**src/rtl/sram_arb_pkg.sv**
```systemverilog
// Shared types and limits for the fetch/data SRAM arbiter.
package sram_arb_pkg;

  typedef enum logic [1:0] {
    IDLE,
    WAIT,
    RESP
  } arb_state_t;

  typedef enum logic {
    OWN_IF,
    OWN_D
  } arb_owner_t;

  localparam int LAT_MIN = 1;
  localparam int LAT_MAX = 7;

  // Any byte enable set turns a data access into a store.
  function automatic logic isWrite(input logic [3:0] wen);
    return |wen;
  endfunction

endpackage

```
**src/rtl/sram_arbiter.sv**
```systemverilog
// Single-port SRAM shared by fetch (reads) and mem stage (loads/stores).
// Data wins collisions; every access runs issue -> (wait) -> response and
// the pipeline is stalled until each held request has seen its done pulse.
//
//   state | meaning
//   IDLE  | free to issue; arbitration happens here only
//   WAIT  | a read is outstanding, cnt counts down the SRAM latency
//   RESP  | the owner's done pulse is being driven, no issue this cycle
module sram_arbiter
  import sram_arb_pkg::*;
#(
  parameter int LAT = 1
) (
  input  logic        clk,
  input  logic        rst,
  input  logic        if_req,
  input  logic [31:0] if_addr,
  output logic [31:0] if_rdata,
  output logic        if_done,
  input  logic        d_req,
  input  logic [3:0]  d_wen,
  input  logic [31:0] d_addr,
  input  logic [31:0] d_wdata,
  output logic [31:0] d_rdata,
  output logic        d_done,
  output logic        stall,
  output logic        sram_en,
  output logic [3:0]  sram_wen,
  output logic [31:0] sram_addr,
  output logic [31:0] sram_wdata,
  input  logic [31:0] sram_rdata
);

  if (LAT < LAT_MIN || LAT > LAT_MAX) begin : gLatCheck
    $error("sram_arbiter: LAT must be within 1..7");
  end

  localparam logic [2:0] LAT_CNT = 3'(LAT);

  arb_state_t state;
  arb_owner_t owner;
  logic [2:0] cnt;

  logic issueNow;
  logic winD;
  logic issueWrite;
  logic outIssue;

  assign winD       = d_req;
  assign issueNow   = (state == IDLE) & (if_req | d_req);
  assign issueWrite = winD & isWrite(d_wen);
  // Keep the SRAM strobe quiet while reset is held, even though IDLE sees requests.
  assign outIssue   = issueNow & rst;

  // Route the winning requester straight to the macro in the issue cycle; idle bus is zero.
  always_comb begin
    sram_en    = outIssue;
    sram_wen   = 4'b0000;
    sram_addr  = 32'h0000_0000;
    sram_wdata = 32'h0000_0000;
    if (outIssue) begin
      if (winD) begin
        sram_wen   = d_wen;
        sram_addr  = d_addr;
        sram_wdata = d_wdata;
      end else begin
        sram_addr  = if_addr;
      end
    end
  end

  // A held request stalls until its own done pulse arrives.
  assign stall = (if_req & ~if_done) | (d_req & ~d_done);

  // Access sequencer: owner tracking, latency countdown, read capture and done pulses.
  always_ff @(posedge clk or negedge rst) begin
    if (!rst) begin
      state    <= IDLE;
      owner    <= OWN_IF;
      cnt      <= 3'd0;
      if_done  <= 1'b0;
      d_done   <= 1'b0;
      if_rdata <= 32'h0000_0000;
      d_rdata  <= 32'h0000_0000;
    end else begin
      case (state)
        IDLE: begin
          if (issueNow) begin
            owner <= winD ? OWN_D : OWN_IF;
            if (issueWrite) begin
              state  <= RESP;
              d_done <= 1'b1;
            end else begin
              cnt   <= LAT_CNT;
              state <= WAIT;
            end
          end
        end
        WAIT: begin
          cnt <= cnt - 3'd1;
          if (cnt == 3'd1) begin
            state <= RESP;
            if (owner == OWN_D) begin
              d_rdata <= sram_rdata;
              d_done  <= 1'b1;
            end else begin
              if_rdata <= sram_rdata;
              if_done  <= 1'b1;
            end
          end
        end
        RESP: begin
          if_done <= 1'b0;
          d_done  <= 1'b0;
          state   <= IDLE;
        end
        default: state <= IDLE;
      endcase
    end
  end

endmodule

```
**config.mk**
```make
export PLATFORM = sky130hd
export DESIGN_NAME = sram_arbiter
export DESIGN_NICKNAME = d
export VERILOG_FILES = /design/src/rtl/sram_arb_pkg.sv /design/src/rtl/sram_arbiter.sv
export SDC_FILE = /design/constraint.sdc
export NUM_CORES = 1
export LEC_CHECK = 0
export ABC_CLOCK_PERIOD_IN_PS = 1800
export BUFFER_PORTS_ARGS = -buffer_cell sky130_fd_sc_hd__buf_2
export CORE_AREA = 2 2 106 108
export DETAILED_ROUTE_END_ITERATION = 10
export DIE_AREA = 0 0 108 110
export GPL_TIMING_DRIVEN = 0
export PLACE_DENSITY = 0.82
export SETUP_SLACK_MARGIN = 0.3
export SLEW_MARGIN = 20
export SYNTH_ARGS = -nofsm -noshare
export SYNTH_HDL_FRONTEND = slang
export SYNTH_SLANG_ARGS = --single-unit
```
**constraint.sdc**
```tcl
create_clock -name clk -period 1.8 [get_ports clk]
set_input_delay 0 -clock clk [delete_from_list [all_inputs] [get_ports clk]]
set_output_delay 0 -clock clk [all_outputs]
set_load 0.05 [all_outputs]
```
==> out/metrics.yaml <==
critPathMaxFanout: 5
fin_crit_sh_pct: 96.18
cpPeakStageDelay_ps: 390
routedWlPerCell_um: 19.42
die_area_um2: 11880
crit_chain: "inv_2 > ha_4 > nor2b_4 > buf_6 > nand4_4 > buf_8 > buf_12 > mux2_4"
outcome: "completed"
worstSetupEndpoint: "d_rdata[26]$_DFFE_PN0P_"
cts-root-buf: "clkbuf_8"
cts_buffers: 9
rrSetupSlack_ps: 70
synth_nets: 432
wl_um: 15380
multi_input_area_um2: 2128
antenna_cells: 0
r2r-start: "cnt[1]$_DFFE_PN0P_"
crit_start: "cnt[1]$_DFFE_PN0P_"
yosysTopAreaCell: "dfrtp_1"
synth_top_area_share_pct: 50.30
path_buf_inv: 4
max_cap_viol_count: 0
rsz0062_at_grt: "true"
r2r_cells: 8
synth-seq-cells: 72
drcViolationCount: 0
intPower_w: 0.006308
synth_async_sr_flop_share_pct: 100.0
drive_gt1_share_pct: 74.54
p_sw_share_pct: 50.01
rr_endpoint: "d_rdata[26]$_DFFE_PN0P_"
endpoint_kind: "flop"
synthCells: 294
fmax_mhz: 577.6
start_kind: "flop"
vias: 3817
crit_family: "buffers and inverters"
hold_viol: 0
start_util_pct: 33.49
drv_slew: 0
irDropWorstVdd_mv: 1.296
synth.area.top_cells: "dfrtp_1, mux2_2, mux2i_1"
vias_per_cell: 4.819
synth_edf_count: 0
finish.net_count: 785
synth_warnings: 0
clkTransAtPathRegs_ps: 80
hp-class: "input port to flop"
tritoncts: "done"
grt_max_degree: 38
syn_avg_cell_area_um2: 12.18
port_buffers: 271
place_hpwl_um: 9562
finalClockSkew_ps: 15.99
netlist_area_um2: 3582
die_h_um: 110
worstSetupPathType: "flop to flop"
dr.pass1.iters: 4
cp_slowest_cell: "dfrtp_1"
power_frac_seq_pct: 23.2
io_pins: 272
antenna_found_initial: 0
utilization_pct: 70.64
setup_tns_ps: 0
power.share.clock_pct: 11.5
regArea_um2: 1803
ant_nets: 0
htreeDepth: 3
power.density_nw_per_um2: 1670
pwr-share-comb_pct: 65.3
grt_pass1_wl_um: 21280
seq_area_frac_synth_pct: 50.30
setup_viol: 0
cp.arrival_ps: 1950
track_usage_pct: 23.37
ys.flop_type: "dfrtp_1"
cts_num_sinks: 72
drt_iter0_markers: 200
worstMarginPinSlew_ps: 370.6
cp_num_cells: 8
core-area_um2: 10700
max-slew-margin-rel_pct: 74.59
p_leak_nw: 3.784
std_cell_rows: 38
area_delta_synth_final_pct: 111.0
cp.required_ps: 2020
power.switching_w: 0.006311
place.gp.congestion: 0.8266
grt_pass1_vias: 4096
fillCellCount: 697
grt_overflow: 0
clock_path_buffers: 2
fin_crit_ps: 1731
fin_total_pwr_w: 0.01262
die_x_um: 108
synth_cell_types: 33
clk_latency_ps: 340
[tightest hold or removal path, delay by kind of cell]
| family | cells | cell delay (ps) |
|---|---|---|
| buf+inv | 1 | 90 |
| compound gates | 1 | 180 |
| simple gates | 2 | 180 |
[through the flow]
| step | instance area [um2] | instances | hold slack [ps] | setup slack, ps |
|---|---|---|---|---|
| 2_1_floorplan | 3821 | 294 | -295.6 | 146.5 |
| 3_3_place_gp | 5353 | 705 | 229.9 | -795.4 |
| 3_5_place_dp | 5375 | 706 | -0.7402 | -103.2 |
| 4_1_cts | 7113 | 784 | 110.4 | 42.22 |
| 5_1_grt | 7557 | 792 | 145.9 | -19.77 |
| 6_report | 7557 | 792 | 152.2 | 68.80 |
[power groups by stage]
stage	sequential, W	combinational, W	clock, W
floorplan	0.00545	0.00243	0
global placement	0.00285	0.00646	0
detailed placement	0.00291	0.00658	0
CTS	0.00291	0.00767	0.00148
global route	0.00302	0.00855	0.00156
finish	0.00293	0.00825	0.00144
[layout make-up]
type | count | share of cell area [%]
sequential | 72 | 23.86
multi-input combinational | 197 | 28.16
tap | 140 | 2.318
clock inverter | 6 | 1.192
inverter | 7 | 0.4139
timing repair buffer | 342 | 38.91
clock buffer | 10 | 1.689
buffer | 18 | 3.460
[state kept, by name (all words and copies together) (netlist names)]
name	cells
d_rdata	32
if_rdata	32
cnt	3
state	2
d_done	1
if_done	1
owner	1
[cells in the final DEF, fill, tap and decap left out, types with 2 or more instances in the layout]
master           n
a21o_2           2
and2_4          36
buf_12          17
buf_2          205
buf_4            8
buf_6           17
buf_8           72
bufinv_16        2
clkbuf_16        5
clkbuf_8         9
dfrtp_1         71
dlygate4sd3_1   35
inv_1            5
inv_6            2
mux2_2          34
mux2_4          29
mux2i_1         32
nand2_1          5
nand2b_1         2
nand2b_4         2
nor2_4          33
o211ai_1         2
o21ai_0          2
o22ai_1          2
[logic make-up (layout without fill, tap and decap cells)]
group / Yosys count / after routing / share of synthesized area, %
simple gates: 86 / 86 / 13.27
buf+inv: 25 / 383 / 3.807
fa+ha+maj: 2 / 2 / 0.6985
flops: 72 / 72 / 50.30
compound gates: 13 / 13 / 2.864
mux: 96 / 96 / 29.06
[metal layers]
layer / share of wire, % / global-route usage (%)
met1: 36 / 26.62
met2: 53 / 41.11
met3: 7.0 / 5.879
met4: 4.0 / 11.26
met5: 0 / 0
[how the worst min path moves through the flow]
stage | from | endpoint | slack (ps) | cells after the start
after floorplan | rst | cnt[0]$_DFFE_PN0P_ | -300 | 0
after global placement | sram_rdata[23] | if_rdata[23]$_DFFE_PN0P_ | 230 | 2
after detailed placement | rst | d_rdata[4]$_DFFE_PN0P_ | -0.7 | 1
after CTS | d_wen[1] | state[0]$_DFFE_PN0P_ | 110 | 4
after global routing | d_wen[1] | state[0]$_DFFE_PN0P_ | 150 | 4
final | d_wen[1] | state[0]$_DFFE_PN0P_ | 150 | 4
[repair_timing]
action | 4_1_cts | 5_1_grt
resized for setup | 274 | 91
hold endpoints to repair | 102 | 0
pin swaps | 41 | 33
cloned | 7 | 3
setup endpoints to repair | 135 | 135
hold buffers | 38 | 0
setup buffers | 17 | 5
[cell usage after synthesis (2+ instances only)]
| master | n |
|---|---|
| a21o_2 | 2 |
| mux2_2 | 63 |
| nor2_1 | 34 |
| dfrtp_1 | 72 |
| buf_6 | 3 |
| o22ai_1 | 2 |
| mux2i_1 | 32 |
| o211ai_1 | 2 |
| buf_2 | 9 |
| o21ai_0 | 2 |
| clkbuf_2 | 4 |
| and2_1 | 35 |
| ha_1 | 2 |
| nand2_1 | 5 |
| inv_1 | 7 |
| nand2b_1 | 3 |
Note: power is estimated with default switching activity, not from simulation.
